===== src/rtl/flit_mon_pkg.sv =====
// Shared types, sizing constants and the walking-ones reference pattern for the
// flit receive monitor.
package flit_mon_pkg;

  localparam int unsigned W          = 62;
  localparam int unsigned S          = 4;
  localparam int unsigned PAYLOAD    = 20;
  localparam int unsigned CNT_W      = 16;
  localparam int unsigned TOG_W      = 32;
  localparam int unsigned MIN_GAP    = 7;
  localparam int unsigned GAP_W      = 16;

  localparam int unsigned PAT_F      = W / S;
  localparam int unsigned PAT_PERIOD = 2 * PAT_F + 1;
  localparam int unsigned IDX_W      = $clog2(PAT_PERIOD);
  localparam int unsigned BEAT_W     = $clog2(PAYLOAD);
  localparam int unsigned POP_W      = $clog2(W + 1);
  localparam int unsigned TOG_SUM_W  = TOG_W + 1;

  typedef enum logic {
    RECV   = 1'b0,
    STATUS = 1'b1
  } state_t;

  // Wrapping successor of a pattern index (2F -> 0)
  function automatic logic [IDX_W-1:0] next_idx(input logic [IDX_W-1:0] idx);
    logic [IDX_W-1:0] nxt;
    if (32'(idx) == PAT_PERIOD - 1) nxt = '0;
    else                            nxt = idx + IDX_W'(1);
    return nxt;
  endfunction

  // E(n): fill from the top in S-bit steps, then drain from the top
  function automatic logic [W-1:0] expected_flit(input logic [IDX_W-1:0] idx);
    logic [W-1:0] p;
    int unsigned  n;
    int unsigned  ones;
    p    = '0;
    n    = 32'(idx);
    ones = 0;
    if (n >= 1 && n <= PAT_F) begin
      ones = n * S;
      for (int unsigned b = 0; b < W; b++) p[b] = (b >= W - ones);
    end else if (n > PAT_F && n < PAT_PERIOD) begin
      ones = (2 * PAT_F - n + 1) * S;
      for (int unsigned b = 0; b < W; b++) p[b] = (b < ones);
    end
    return p;
  endfunction

endpackage


===== src/rtl/flit_pattern_gen.sv =====
// Pattern index tracker. r_idx counts pattern steps taken in the current packet,
// so the flit expected next is E(r_idx + 1), i.e. E(1) for the first flit.
module flit_pattern_gen
  import flit_mon_pkg::*;
(
  input  logic         clk,
  input  logic         rst,
  input  logic         i_advance,
  input  logic         i_restart,
  output logic [W-1:0] o_expected_c
);

  logic [IDX_W-1:0] r_idx;
  logic [IDX_W-1:0] w_idx_next;

  assign w_idx_next = next_idx(r_idx);

  always_ff @(posedge clk) begin
    if (rst || i_restart) r_idx <= '0;
    else if (i_advance)   r_idx <= w_idx_next;
  end

  assign o_expected_c = expected_flit(w_idx_next);

endmodule


===== src/rtl/flit_rx_monitor.sv =====
// Receive-side flit characterisation monitor: pattern check, packet/flit/error
// counters and toggle accumulator. Define GAP_MON_EN for inter-packet gap monitoring.
module flit_rx_monitor
  import flit_mon_pkg::*;
(
  input  logic             clk,
  input  logic             rst,
  input  logic             in_valid,
  input  logic [W-1:0]     in_data,
  output logic             in_ready,
  input  logic             clear,
  output logic             pkt_done,
  output logic             pkt_err,
  output logic [CNT_W-1:0] pkt_count,
  output logic [CNT_W-1:0] err_count,
  output logic [TOG_W-1:0] flit_count,
  output logic [TOG_W-1:0] toggle_acc
`ifdef GAP_MON_EN
  ,
  output logic [GAP_W-1:0] last_gap,
  output logic             gap_err
`endif
);

  state_t             r_state;
  state_t             w_state_nxt;
  logic               r_in_ready;
  logic               w_in_ready_nxt;
  logic               r_pkt_done;
  logic               w_pkt_done_nxt;
  logic               r_pkt_err;
  logic               w_pkt_err_nxt;

  logic               r_err_flag;
  logic [BEAT_W-1:0]  r_beat;
  logic [W-1:0]       r_prev_data;
  logic [W-1:0]       w_expected;
  logic [W-1:0]       w_diff;
  logic [POP_W-1:0]   w_pop;
  logic [TOG_SUM_W-1:0] w_tog_sum;

  logic [CNT_W-1:0]   r_pkt_count;
  logic [CNT_W-1:0]   r_err_count;
  logic [TOG_W-1:0]   r_flit_count;
  logic [TOG_W-1:0]   r_toggle_acc;

  logic               w_accept;
  logic               w_last;
  logic               w_mismatch;
  logic               w_in_status;

  assign w_accept    = in_valid && r_in_ready;
  assign w_last      = w_accept && (r_beat == BEAT_W'(PAYLOAD - 1));
  assign w_mismatch  = (in_data != w_expected);
  assign w_in_status = (r_state == STATUS);

  flit_pattern_gen u_pattern_gen (
    .clk          (clk),
    .rst          (rst),
    .i_advance    (w_accept),
    .i_restart    (w_in_status),
    .o_expected_c (w_expected)
  );

  // State register plus registered handshake/status outputs
  always_ff @(posedge clk) begin
    if (rst) begin
      r_state    <= RECV;
      r_in_ready <= 1'b1;
      r_pkt_done <= 1'b0;
      r_pkt_err  <= 1'b0;
    end else begin
      r_state    <= w_state_nxt;
      r_in_ready <= w_in_ready_nxt;
      r_pkt_done <= w_pkt_done_nxt;
      r_pkt_err  <= w_pkt_err_nxt;
    end
  end

  // Next state; output values are those to be shown in the next state
  always_comb begin
    w_state_nxt    = r_state;
    w_in_ready_nxt = 1'b1;
    w_pkt_done_nxt = 1'b0;
    w_pkt_err_nxt  = 1'b0;
    case (r_state)
      RECV: begin
        if (w_last) begin
          w_state_nxt    = STATUS;
          w_in_ready_nxt = 1'b0;
          w_pkt_done_nxt = 1'b1;
          w_pkt_err_nxt  = r_err_flag || w_mismatch;
        end
      end
      STATUS: begin
        w_state_nxt = RECV;
      end
      default: begin
        w_state_nxt = RECV;
      end
    endcase
  end

  // Per-packet beat count, sticky error and last-flit history
  always_ff @(posedge clk) begin
    if (rst) begin
      r_beat      <= '0;
      r_err_flag  <= 1'b0;
      r_prev_data <= '0;
    end else if (w_in_status) begin
      r_beat      <= '0;
      r_err_flag  <= 1'b0;
    end else if (w_accept) begin
      r_beat      <= w_last ? '0 : r_beat + BEAT_W'(1);
      r_prev_data <= in_data;
      if (w_mismatch) r_err_flag <= 1'b1;
    end
  end

  // Hamming distance to the previous accepted flit
  assign w_diff = in_data ^ r_prev_data;

  always_comb begin
    w_pop = '0;
    for (int unsigned i = 0; i < W; i++) w_pop = w_pop + POP_W'(w_diff[i]);
  end

  assign w_tog_sum = {1'b0, r_toggle_acc} + TOG_SUM_W'(w_pop);

  // Saturating statistics; clear touches only these
  always_ff @(posedge clk) begin
    if (rst || clear) begin
      r_pkt_count  <= '0;
      r_err_count  <= '0;
      r_flit_count <= '0;
      r_toggle_acc <= '0;
    end else begin
      if (w_in_status) begin
        if (r_pkt_count != '1) r_pkt_count <= r_pkt_count + CNT_W'(1);
        if (r_pkt_err && (r_err_count != '1)) r_err_count <= r_err_count + CNT_W'(1);
      end
      if (w_accept) begin
        if (r_flit_count != '1) r_flit_count <= r_flit_count + TOG_W'(1);
        r_toggle_acc <= w_tog_sum[TOG_W] ? '1 : w_tog_sum[TOG_W-1:0];
      end
    end
  end

`ifdef GAP_MON_EN
  logic [GAP_W-1:0] r_gap_cnt;
  logic [GAP_W-1:0] r_last_gap;
  logic             r_gap_err;
  logic             r_gap_armed;
  logic             w_first_flit;

  assign w_first_flit = w_accept && (r_beat == '0);

  // Idle cycles after STATUS up to the next packet's first flit
  always_ff @(posedge clk) begin
    if (rst || clear) begin
      r_gap_cnt   <= '0;
      r_last_gap  <= '0;
      r_gap_err   <= 1'b0;
      r_gap_armed <= 1'b0;
    end else begin
      if (w_in_status) begin
        r_gap_cnt   <= '0;
        r_gap_armed <= 1'b1;
      end else if (r_gap_cnt != '1) begin
        r_gap_cnt <= r_gap_cnt + GAP_W'(1);
      end
      if (w_first_flit && r_gap_armed) begin
        r_last_gap  <= r_gap_cnt;
        r_gap_armed <= 1'b0;
        if (r_gap_cnt < GAP_W'(MIN_GAP)) r_gap_err <= 1'b1;
      end
    end
  end

  assign last_gap = r_last_gap;
  assign gap_err  = r_gap_err;
`endif

  assign in_ready   = r_in_ready;
  assign pkt_done   = r_pkt_done;
  assign pkt_err    = r_pkt_err;
  assign pkt_count  = r_pkt_count;
  assign err_count  = r_err_count;
  assign flit_count = r_flit_count;
  assign toggle_acc = r_toggle_acc;

endmodule


===== config.mk =====
export PLATFORM = sky130hd
export DESIGN_NAME = flit_rx_monitor
export DESIGN_NICKNAME = d
export VERILOG_FILES = /design/src/rtl/flit_mon_pkg.sv /design/src/rtl/flit_pattern_gen.sv /design/src/rtl/flit_rx_monitor.sv
export SDC_FILE = /design/constraint.sdc
export NUM_CORES = 1
export LEC_CHECK = 0
export BUFFER_PORTS_ARGS = -buffer_cell sky130_fd_sc_hd__buf_2
export CAP_MARGIN = 15
export CORE_ASPECT_RATIO = 1.4
export CORE_UTILIZATION = 60
export CTS_CLUSTER_SIZE = 16
export DETAILED_ROUTE_END_ITERATION = 8
export PLACE_DENSITY = 0.83
export RECOVER_POWER = 25
export SKIP_LAST_GASP = 1
export SLEW_MARGIN = 20
export SYNTH_ARGS = -nofsm -noshare
export SYNTH_HDL_FRONTEND = slang
export SYNTH_SLANG_ARGS = --single-unit

===== constraint.sdc =====
create_clock -name clk -period 23.7 [get_ports clk]
set_input_delay 3.555 -clock clk [delete_from_list [all_inputs] [get_ports clk]]
set_output_delay 3.555 -clock clk [all_outputs]
set_load 0.005 [all_outputs]

==> summary.md, run 1 <==
| Metric | Value |
|---|---|
| HPWL after DPL | `around 26,000 µm` |
| Clk network pwr share | `around an eighth` |
| Peak supply drop | `around 630 µV` |
| Sink of the worst hold path | `r_prev_data[61]$_SDFFE_PP0P_` |
| RSZ-0062 raised after global routing | `false` |
| Final period utilization | `a little under half` |
| Asr flop ratio synth | `0%` |
| DRC viols | `0` |
| WL met1 | `~13,000 µm` |
| WL met3 | `between 2000 and 2500 µm` |
| TritonCTS buffer count | `17` |
| WL met2 | `between 15,000 and 20,000 µm` |
| First-pass DRT Iterations | `5` |
| CTS clk-pin slew, worst paths | `about 70 ps` |
| Final nets | `about 1,700` |
| Clk buf depth | `2` |
| CP Capture Type | `flop` |
| Clk_skew | `about 9.5 ps` |
| R2R Setup Slk | `about 16,000 ps` |
| FF-to-FF Start | `r_prev_data[16]$_SDFFE_PP0P_` |
| First-pass GRT wire length | `53,300 µm` |
| Top FF cell, synth | `dfxtp_1` |
| Setup TNS | `0 ps` |
| Initial Utilization | `61.7%` |
| Pwr Density | `174 nW/µm²` |
| Int Pwr | `approximately 1.2 mW` |
| Vias in the first global route | `10,500` |
| Final setup fails | `0` |
| Initial DRC Count | `706` |
| Worst R2R End | `toggle_acc[25]$_SDFFE_PP0P_` |
| Final cell count without fillers | `between 1,500 and 2,000` |
| Vias post-DR | `approximately 11,000` |
| Sw Ratio | `48.1%` |
| Hold path start | `r_prev_data[61]$_SDFFE_PP0P_` |
| Core Area | `18,800 µm²` |
| Die Y-Extent | `about 170 µm` |
| Placed Cells | `roughly 1,800` |
| Initial antenna violation count | `3` |
| Max-slew violations | `67` |
| Power Total | `2.26 mW` |
| Share of layout cells above drive strength 1 | `a little over an eighth` |
| Depth of the worst register-to-register path | `25` |
| Kind of critical path | `in -> reg` |
| Synth Register Bits | `approximately 170` |
| FMAX | `between 0.09 and 0.1 GHz` |
| Yosys warnings | `0` |
| Setup ws final | `between 10,000 and 15,000 ps` |
| Crit path DAT | `around 11,000 ps` |
| Routed wire per std cell | `approximately 19 µm` |
| IO Count | `roughly 170` |
| Failing checks | `capacitance limit, slew limit` |
| Root Buffer | `clkbuf_16` |
| Sw Pwr | `about 1.1 mW` |
| Largest net degree at the start of global routing | `85` |
| WL final | `33,700 µm` |
| Reg power frac | `around 14%` |
| Logic pwr share | `73.9%` |
| Critical Path Fanout Max | `15` |
| Post-layout util | `a little over two thirds` |
| Storage cell area | `3440 µm²` |
| Post-synth net total | `1,576` |
| Die area | `19,800 µm²` |
| Dpl cell area | `12,500 µm²` |
| Hold Vio Cnt, Final | `0` |
| Area growth from synthesis to layout | `12.7%` |
| Top sig layer | `met4` |
| IO Port Bufs | `between 150 and 200` |
| Leakage power figure | `5.46 nW` |
| CTS H-Tree Depth | `4` |
| Outcome | `complete, but fails checks` |
| Tightest Pin Transition | `around 3100 ps` |
| FILL cells | `1,578` |
| Cts repair resizes | `0` |
| Via density | `5.91` |
| Site Rows | `just under 60` |
| Slew HR | `-109%` |
| DRT antenna net count | `0` |
| Synth area leader | `dfxtp_1` |
| Multi-input gate area | `about 7600 µm²` |
| Distinct cells, synth | `just over 80` |
| Total grt overflow | `0` |
| Area contributors post-synth | `dfxtp_1 (30%), fa_1 (9.3%), nand2_1 (6.9%)` |
| Final instance area | `13,000 µm²` |
| CTS tree | `done` |
| Hold_buf cts | `0` |
| Maxcap violations | `1` |
| Top cell type's share of synthesized area | `a little under 30%` |
| Sink Count | `between 150 and 200` |
| Seq/Total Area, Yosys | `between 20 and 30%` |
| Clk Latency, worst-skew pair | `roughly 440 ps` |
| Critical path launch point type | `primary input` |
| Final Critical Period | `roughly 11,000 ps` |
| Data required, critical path | `24,040 ps` |
| Mapped Avg Cell Area | `roughly 8 µm²` |
| Hold WC Path Type | `reg -> reg` |
| Hold Path Cell Cnt | `2` |
| Post-CTS Setup Inserts | `0` |
| Post-Synthesis Cell Area | `between 10,000 and 15,000 µm²` |
| GP Congestion | `1.04` |
| EDFF count, synth | `0` |
| Total GRT Usage | `34.2%` |
| Worst slack, placed | `~12,000 ps` |
| Hold Slack | `467 ps` |
| Synth Instances | `1,410` |
| Die Wd | `119 µm` |
==> cell usage in the layout, fill, tap and decap left out, types with 4 or more instances in the layout <==
| cell type | count |
|---|---|
| a211oi_1 | 10 |
| a21o_1 | 9 |
| a21oi_1 | 126 |
| a22o_1 | 4 |
| a31oi_1 | 11 |
| and2_1 | 12 |
| and3_1 | 22 |
| and4_1 | 6 |
| buf_2 | 132 |
| buf_4 | 7 |
| clkbuf_1 | 32 |
| clkbuf_16 | 17 |
| clkinv_4 | 6 |
| dfxtp_1 | 172 |
| fa_1 | 54 |
| ha_1 | 46 |
| inv_1 | 73 |
| mux2i_1 | 21 |
| nand2_1 | 212 |
| nand2b_1 | 7 |
| nand3_1 | 58 |
| nand4_1 | 18 |
| nor2_1 | 127 |
| nor3_1 | 31 |
| nor3b_1 | 4 |
| nor4_1 | 6 |
| o2111ai_1 | 4 |
| o211ai_1 | 8 |
| o21ai_0 | 43 |
| o31a_1 | 4 |
| o31ai_1 | 7 |
| or2_2 | 15 |
| or3_1 | 19 |
| xnor2_1 | 59 |
| xor2_1 | 77 |
==> cell usage after synthesis, drive strengths merged, types with 5 or more instances <==
cell type / number
xnor2: 60
and3: 22
a21oi: 127
o211ai: 8
ha: 46
a21o: 9
or2: 17
nand2b: 8
nor3: 34
mux2i: 21
nor2: 129
fa: 54
nor4: 9
o21ai: 44
dfxtp: 172
buf: 18
xor2: 78
or3: 19
clkbuf: 42
nand4: 18
a2111oi: 5
nand3: 59
a31oi: 11
a211oi: 10
and2: 12
inv: 73
and4: 6
o31ai: 9
nand2: 213
==> layer usage <==
layer | vias up | track usage, %
met4 | 0 | 22.7
met5 | - | 0
li1 | 5105 | -
met3 | 114 | 7.11
met1 | 5002 | 37.4
met2 | 427 | 59.5
==> state kept, by name, summed over array words and instances (netlist names) <==
| signal | flops |
|---|---|
| r_prev_data | 62 |
| flit_count | 32 |
| toggle_acc | 32 |
| err_count | 16 |
| pkt_count | 16 |
| r_beat | 5 |
| u_pattern_gen.r_idx | 5 |
| in_ready | 1 |
| pkt_err | 1 |
| r_err_flag | 1 |
| r_state | 1 |
==> final cells by class <==
type,count,share of cell area [%]
multi-input cells,1104,58.1
flip-flops and latches,172,26.4
well taps,244,2.34
diodes,3,0.0576
inverters,74,2.17
clock inverters,14,1.17
clock buffers,18,3.37
repair buffers,172,6.42
==> worst max-delay path by stage <==
stage | depth (start not counted) | to | startpoint
after floorplan | 27 | toggle_acc[19]$_SDFFE_PP0P_ | in_data[16]
after global placement | 24 | toggle_acc[25]$_SDFFE_PP0P_ | in_data[0]
after detailed placement | 24 | toggle_acc[25]$_SDFFE_PP0P_ | in_data[0]
after CTS | 24 | toggle_acc[25]$_SDFFE_PP0P_ | in_data[0]
after global routing | 26 | toggle_acc[25]$_SDFFE_PP0P_ | in_data[48]
final | 24 | toggle_acc[25]$_SDFFE_PP0P_ | in_data[0]
==> logic make-up after synthesis <==
family	Yosys count	synth area share [%]
compound gates	278	15.1
xor+xnor	138	10.7
buf+inv	134	4.89
fa+ha+maj	100	14.3
mux	22	1.92
flops	172	29.8
simple gates	566	23.3
==> worst max-delay path, stage by stage <==
cell and delay [ps]:
buf_2 110, xor2_1 220, fa_1 540, fa_1 550, fa_1 530, fa_1 520, fa_1 520, fa_1 560
inv_1 70, fa_1 510, fa_1 520, fa_1 450, inv_1 80, fa_1 200, a21o_1 120, a21oi_1 80
o21ai_0 150, a21oi_1 110, o21ai_0 210, a21oi_1 140, o21bai_1 440, nand3_1 540, and2_1 350, a311oi_1 270
==> power groups by stage <==
stage / Combinational (mW) / Sequential [mW] / Clock [mW]
after floorplan: 1.29 / 0.313 / 0
after global placement: 1.62 / 0.316 / 0
after detailed placement: 1.65 / 0.316 / 0
after CTS: 1.69 / 0.310 / 0.284
after global routing: 1.93 / 0.311 / 0.297
final: 1.67 / 0.310 / 0.281
(Power assumes the default switching activity.)
==> run 2, diff against run 1 <==
Settings changed: ABC_AREA set to 1, CORE_UTILIZATION 60 to 59, PLACE_DENSITY 0.83 to 0.82.
Clock period 23.7 ns to 10.4 ns, I/O delays scaled along.
==> run 2 against run 1 <==
  * Largest cell class unchanged
  * Worst setup slack got worse by 11000 ps
  * Clock-buffer cell count is the same
  * The run still ends with capacitance limit, slew limit left
  * First-iteration DRC count increased by 47%
  * Highest routed layer is now met5
  * Cell area rose by 0.13%
==> summary.md, run 2 <==
| Metric | Value |
|---|---|
| RSZ-0062 raised after global routing | `false (unchanged)` |
| Worst path max stage delay | `560 ps (about the same)` |
| Depth of the worst register-to-register path | `31 (was 25)` |
| Commonest non-fill, non-tap cell in the layout | `nand2_1 (unchanged)` |
| Hold path start | `r_beat[4]$_SDFFE_PP0P_ (was r_prev_data[61]$_SDFFE_PP0P_)` |
| Core Area | `19,100 µm² (was 18,800 µm²)` |
| Vias post-DR | `11,100 (was 10,600)` |
| DRT antenna net count | `0 (unchanged)` |
| Slew HR | `-119% (was -109%)` |
| Crit path DAT | `9280 ps (was 11,330 ps)` |
| Area growth from synthesis to layout | `13.8% (was 12.7%)` |
| HPWL after DPL | `24,100 µm (was 25,500 µm)` |
| Tightest Pin Transition | `3280 ps (was 3140 ps)` |
| Total grt overflow | `0 (unchanged)` |
| Clk_skew | `14.6 ps (was 9.53 ps)` |
| Distinct cells, synth | `49 (was 82)` |
| Largest net degree at the start of global routing | `89 (was 85)` |
| CTS clk-pin slew, worst paths | `70 ps (about the same)` |
| Synth area leader | `dfxtp_1 (unchanged)` |
| Initial antenna violation count | `2 (was 3)` |
| IO Port Bufs | `164 (unchanged)` |
| Maxcap violations | `2 (was 1)` |
| Share of layout cells above drive strength 1 | `12.2% (was 13.6%)` |
| Synth Instances | `1,599 (was 1,410)` |
| Post-Synthesis Cell Area | `11,500 µm² (was 11,600 µm²)` |
| Outcome | `complete, but fails checks (unchanged)` |
| Commonest non-fill, non-tap cells in the layout | `nand2_1 (352), inv_1 (222), dfxtp_1 (172) (was nand2_1 (212), dfxtp_1 (172), buf_2 (132))` |
| Total GRT Usage | `32.2% (was 34.2%)` |
| Die area | `20,000 µm² (was 19,800 µm²)` |
| FMAX | `~0.11 GHz` |
| Final Critical Period | `8910 ps` |
| Critical path's slowest cell | `fa_1 (unchanged)` |
| Asr flop ratio synth | `0% (unchanged)` |
| Final setup fails | `0 (unchanged)` |
| WL final | `31,300 µm (was 33,700 µm)` |
| First-pass GRT wire length | `50,800 µm (was 53,300 µm)` |
| Seq/Total Area, Yosys | `30.0% (was 29.8%)` |
| Mapped Avg Cell Area | `7.17 µm² (was 8.20 µm²)` |
| CP Capture Type | `flop (unchanged)` |
| Final nets | `1,916 (was 1,707)` |
| Post-synth net total | `1,765 (was 1,576)` |
| CTS H-Tree Depth | `4 (unchanged)` |
| Area contributors post-synth | `dfxtp_1 (30%), nand2_1 (12%), fa_1 (9.4%) (was dfxtp_1 (30%), fa_1 (9.3%), nand2_1 (6.9%))` |
| Hold Path Cell Cnt | `1 (was 2)` |
| Crit path buffers/inverters | `9 (was 3)` |
| Clk buf depth | `2 (unchanged)` |
| DRC viols | `0 (unchanged)` |
| Die Y-Extent | `167 µm (was 166 µm)` |
| Worst R2R End | `toggle_acc[18]$_SDFFE_PP0P_ (was toggle_acc[25]$_SDFFE_PP0P_)` |
| Family with the most delay on the worst path | `adder cells (unchanged)` |
| R2R Setup Slk | `2400 ps (was 15,600 ps)` |
| Site Rows | `60 (was 59)` |
| Die Wd | `120 µm (was 119 µm)` |
| Largest reg by FF count | `r_prev_data (unchanged)` |
| Sink of the worst hold path | `r_beat[4]$_SDFFE_PP0P_ (was r_prev_data[61]$_SDFFE_PP0P_)` |
| Via density | `5.50 (was 5.91)` |
| Initial DRC Count | `1,038 (was 706)` |
| TritonCTS buffer count | `17 (unchanged)` |
| Most frequent cell after synthesis | `nand2_1 (unchanged)` |
| CP most frequent cell | `fa_1 (unchanged)` |
| Data required, critical path | `10,770 ps (was 24,040 ps)` |
| Synth Register Bits | `172 (unchanged)` |
| IO Count | `165 (unchanged)` |
| Yosys warnings | `0 (unchanged)` |
| EDFF count, synth | `0 (unchanged)` |
| GP Congestion | `0.982 (was 1.04)` |
| Clk Latency, worst-skew pair | `440 ps (about the same)` |
| Top FF cell, synth | `dfxtp_1 (unchanged)` |
| Critical path launch point type | `primary input (unchanged)` |
| Top cell type's share of synthesized area | `30.0% (was 29.8%)` |
| CTS tree | `done (unchanged)` |
| Kind of critical path | `in -> reg (unchanged)` |
| Cts repair resizes | `0 (unchanged)` |
| Post-CTS Setup Inserts | `0 (unchanged)` |
| Critical Path Fanout Max | `13 (was 15)` |
| Initial Utilization | `59.9% (was 61.7%)` |
| Leading cell types by count after synthesis | `nand2_1 (352), inv_1 (222), dfxtp_1 (172) (was nand2_1 (212), dfxtp_1 (172), nor2_1 (128))` |
| FF-to-FF Start | `r_prev_data[16]$_SDFFE_PP0P_ (unchanged)` |
| Vias in the first global route | `10,600 (was 10,500)` |
| Routed wire per std cell | `15.5 µm (was 18.7 µm)` |
| Largest register FFs | `62 (unchanged)` |
| Failing checks | `capacitance limit, slew limit (unchanged)` |
| Hold_buf cts | `0 (unchanged)` |
| Root Buffer | `clkbuf_16 (unchanged)` |
| Max-slew violations | `122 (was 67)` |
| Hold WC Path Type | `reg -> reg (unchanged)` |
| Sink Count | `172 (unchanged)` |
| Hold Vio Cnt, Final | `0 (unchanged)` |
| First-pass DRT Iterations | `6 (was 5)` |
| Final period utilization | `between 80% and 90%` |
| Setup TNS | `0 ps (unchanged)` |
run 2: final cells by class:
| class | count | area (µm²) |
|---|---|---|
| inverter | 230 | 865 |
| tap | 248 | 310 |
| antenna | 1 | 2.50 |
| clock inverter | 14 | 168 |
| timing repair buffer | 168 | 807 |
| multi-input combinational | 1161 | 7020 |
| fill | 1690 | 6090 |
| sequential | 172 | 3440 |
| clock buffer | 18 | 439 |
run 2: how the worst max path moves through the flow:
stage / depth (start not counted) / startpoint / endpoint
2_1_floorplan: 31 / in_data[16] / toggle_acc[28]$_SDFFE_PP0P_
3_3_place_gp: 30 / in_data[0] / toggle_acc[18]$_SDFFE_PP0P_
3_5_place_dp: 32 / in_data[16] / toggle_acc[21]$_SDFFE_PP0P_
4_1_cts: 32 / in_data[16] / toggle_acc[18]$_SDFFE_PP0P_
5_1_grt: 32 / in_data[16] / toggle_acc[16]$_SDFFE_PP0P_
6_report: 32 / in_data[16] / toggle_acc[18]$_SDFFE_PP0P_
run 2: cell families after synthesis:
group | count (synthesis) | synth area share, %
AND/OR/NAND/NOR | 709 | 27.2
AO/OA/AOI/OAI | 271 | 13.2
flip-flops | 172 | 30.0
buffers and inverters | 266 | 8.90
adder cells (fa/ha/maj) | 100 | 14.4
XOR/XNOR | 81 | 6.19
run 2: layer usage:
metal	share of wire, %	global-route usage, %	vias up
li1	-	-	5472
met1	39	36.7	5109
met2	50	56.5	397
met3	5.6	4.93	80
met4	5.3	18.5	2
met5	0.051	0	-
run 2: per-stage QoR:
step                      area, µm²  hold WS, ps  util (%)  instances  setup WS [ps]
after floorplan               11500          422         -       1599           2000
after global placement        12500          431      65.2       1979           1310
after detailed placement      12500          442      65.2       1979           1130
after CTS                     13100          451      68.4       2011           1520
after global routing          13100          492      68.2       2012           1020
final                         13100          454      68.2       2012           1490
Power of run 2 is not shown: default switching activity piles up to over one toggle a cycle in this logic, so the estimate is an artifact.
==> run 3, diff against run 2 <==
Settings changed: ABC_AREA 1 to unset, CORE_UTILIZATION 59 to 60, PLACE_DENSITY 0.82 to 0.83.
Clock period 10.4 ns to 11 ns, I/O delays scaled along.
==> run 3 against run 2 <==
  * The flow still finishes with violations (capacitance limit, slew limit)
  * Critical path depth down 6
  * Worst setup slack better by 320 ps
  * Highest routed layer is now met4
  * Worst hold slack better by 15 ps
  * Wire length up 8.6%
  * Clock skew down 0.76 ps
  * Die area down 0.85%
  * Clock-buffer cell count unchanged
  * Core utilization up 1.2 points
  * Cell area down 0.31%
  * Sequential share of layout area up 0.081 points
==> summary.md, run 3 (same netlist as run 1, synthesis figures left out) <==
| Metric | Value |
|---|---|
| FILL cells | `1,537 (was 1,690)` |
| CTS clk-pin slew, worst paths | `70 ps (about the same)` |
| Sink of the worst hold path | `r_prev_data[9]$_SDFFE_PP0P_ (was r_beat[4]$_SDFFE_PP0P_)` |
| IO Port Bufs | `164 (unchanged)` |
| Data required, critical path | `11,340 ps (was 10,770 ps)` |
| Setup TNS | `0 ps (unchanged)` |
| R2R Setup Slk | `2810 ps (was 2400 ps)` |
| Maxcap violations | `1 (was 2)` |
| CTS H-Tree Depth | `4 (unchanged)` |
| GP Congestion | `1.03 (was 0.982)` |
| Area growth from synthesis to layout | `12.6% (was 13.8%)` |
| Routed wire per std cell | `18.9 µm (was 15.5 µm)` |
| Die Wd | `119 µm (was 120 µm)` |
| Die Y-Extent | `166 µm (was 167 µm)` |
| Kind of critical path | `in -> reg (unchanged)` |
| FF-to-FF Start | `r_prev_data[16]$_SDFFE_PP0P_ (unchanged)` |
| Critical path launch point type | `primary input (unchanged)` |
| Hold Vio Cnt, Final | `0 (unchanged)` |
| Die area | `19,800 µm² (was 20,000 µm²)` |
| Pwr Density | `382 nW/µm²` |
| Post-layout util | `69.4% (was 68.2%)` |
| Max-slew violations | `67 (was 122)` |
| Commonest non-fill, non-tap cell in the layout | `nand2_1 (unchanged)` |
| Total grt overflow | `0 (unchanged)` |
| Worst slack, placed | `1490 ps (was 1130 ps)` |
| Worst R2R End | `toggle_acc[25]$_SDFFE_PP0P_ (was toggle_acc[18]$_SDFFE_PP0P_)` |
| First-pass DRT Iterations | `5 (was 6)` |
| Final setup fails | `0 (unchanged)` |
| Multi-input gate area | `7570 µm² (was 7020 µm²)` |
| Slew HR | `-110% (was -119%)` |
| Peak supply drop | `approximately 1100 µV` |
| Clk buf depth | `2 (unchanged)` |
| Initial DRC Count | `702 (was 1,038)` |
| TritonCTS buffer count | `17 (unchanged)` |
| Final nets | `1,707 (was 1,916)` |
| Setup ws final | `1810 ps (was 1490 ps)` |
| Core Area | `18,800 µm² (was 19,100 µm²)` |
| DRC viols | `0 (unchanged)` |
| Hold WC Path Type | `reg -> reg (unchanged)` |
| Critical Path Fanout Max | `15 (was 13)` |
| Vias post-DR | `10,800 (was 11,100)` |
| CP Capture Type | `flop (unchanged)` |
| Tightest Pin Transition | `3150 ps (was 3280 ps)` |
| Initial Utilization | `61.7% (was 59.9%)` |
| Clk_skew | `13.9 ps (was 14.6 ps)` |
| HPWL after DPL | `25,900 µm (was 24,100 µm)` |
| Root Buffer | `clkbuf_16 (unchanged)` |
| Largest reg by FF count | `r_prev_data (unchanged)` |
| Share of layout cells above drive strength 1 | `13.2% (was 12.2%)` |
| Sink Count | `172 (unchanged)` |
| Failing checks | `capacitance limit, slew limit (unchanged)` |
| Crit path DAT | `9530 ps (was 9280 ps)` |
| Hold_buf cts | `0 (unchanged)` |
| First-pass GRT wire length | `54,900 µm (was 50,800 µm)` |
| Largest register FFs | `62 (unchanged)` |
| Final period utilization | `between 80% and 90%` |
| Cts repair resizes | `0 (unchanged)` |
| Final Critical Period | `about 9000 ps` |
| Storage cell area | `3440 µm² (unchanged)` |
| Depth of the worst register-to-register path | `25 (was 31)` |
| Hold path start | `r_prev_data[9]$_SDFFE_PP0P_ (was r_beat[4]$_SDFFE_PP0P_)` |
| CTS tree | `done (unchanged)` |
| FMAX | `between 0.1 and 0.15 GHz` |
| DRT antenna net count | `0 (unchanged)` |
| Site Rows | `59 (was 60)` |
| Hold Slack | `468 ps (was 454 ps)` |
| Post-CTS Setup Inserts | `0 (unchanged)` |
| Leakage power figure | `between 5 and 6 nW` |
| Via density | `5.98 (was 5.50)` |
| RSZ-0062 raised after global routing | `false (unchanged)` |
| Outcome | `complete, but fails checks (unchanged)` |
| Total GRT Usage | `35.2% (was 32.2%)` |
| WL final | `34,000 µm (was 31,300 µm)` |
| Hold Path Cell Cnt | `2 (was 1)` |
| IO Count | `165 (unchanged)` |
| Commonest non-fill, non-tap cells in the layout | `nand2_1 (212), dfxtp_1 (172), nor2_1 (127) (was nand2_1 (352), inv_1 (222), dfxtp_1 (172))` |
| Clk Latency, worst-skew pair | `440 ps (about the same)` |
| Largest net degree at the start of global routing | `85 (was 89)` |
| Vias in the first global route | `10,700 (was 10,600)` |
| Initial antenna violation count | `3 (was 2)` |
-- run 3: changes by cell type in the layout (fill, tap and decap cells not counted), moves of 12 or more --
cell      delta
and2_1      +12
nand2_1    -140
nor2_1      -28
or3_1       +19
xnor2_1     +25
mux2i_1     +21
o21ai_0     -34
xor2_1      +30
inv_1      -149
nand3_1     -16
a211oi_1    -20
or2_2       +13
and3_1      +22
-- run 3: stage by stage --
step / std cells / cell area [µm²] / power, mW
2_1_floorplan: 1410 / 11600 / 3.45
3_3_place_gp: 1766 / 12500 / 4.16
3_5_place_dp: 1766 / 12500 / 4.34
4_1_cts: 1798 / 13100 / 4.99
5_1_grt: 1799 / 13000 / 5.50
6_report: 1801 / 13000 / 4.97
-- run 3: worst max path at each step --
stage / from / to / cells after the start
finish: in_data[16] / toggle_acc[25]$_SDFFE_PP0P_ / 26
global route: in_data[0] / toggle_acc[25]$_SDFFE_PP0P_ / 24
CTS: in_data[0] / toggle_acc[25]$_SDFFE_PP0P_ / 24
detailed placement: in_data[0] / toggle_acc[25]$_SDFFE_PP0P_ / 24
global placement: in_data[16] / toggle_acc[25]$_SDFFE_PP0P_ / 26
floorplan: in_data[16] / toggle_acc[19]$_SDFFE_PP0P_ / 27
-- run 3: critical path, cell delays in order --
cell,delay (ps)
buf_2,120
xor2_1,160
fa_1,540
inv_1,70
fa_1,570
inv_1,70
fa_1,520
fa_1,450
fa_1,530
fa_1,580
inv_1,70
fa_1,510
fa_1,530
fa_1,450
inv_1,80
fa_1,190
a21o_1,120
a21oi_1,80
o21ai_0,150
a21oi_1,110
o21ai_0,260
a21oi_1,150
o21bai_1,400
nand3_1,540
and2_1,360
a311oi_1,270
-- run 3: where the power goes --
group	internal, mW	switching (mW)	leakage (nW)
Sequential	0.648	0.0195	1.40
Clock	0.303	0.294	0.276
Combinational	1.62	2.09	3.75
Total	2.57	2.40	5.42
-- run 3: cell type report --
type | instances | share of cell area [%]
antenna | 3 | 0.0577
clock buffer | 18 | 3.30
clock inverter | 14 | 1.13
inverter | 74 | 2.17
multi-input combinational | 1104 | 58.2
sequential | 172 | 26.5
tap | 244 | 2.35
timing repair buffer | 172 | 6.37
-- run 3: routing by layer --
metal | share of wire (%) | GRT usage, % | routed length [µm]
met5 | 0 | 0 | 0
met4 | 7.2 | 24.0 | 2460
met3 | 7.0 | 7.80 | 2390
met2 | 49 | 60.5 | 16800
met1 | 36 | 38.2 | 12300
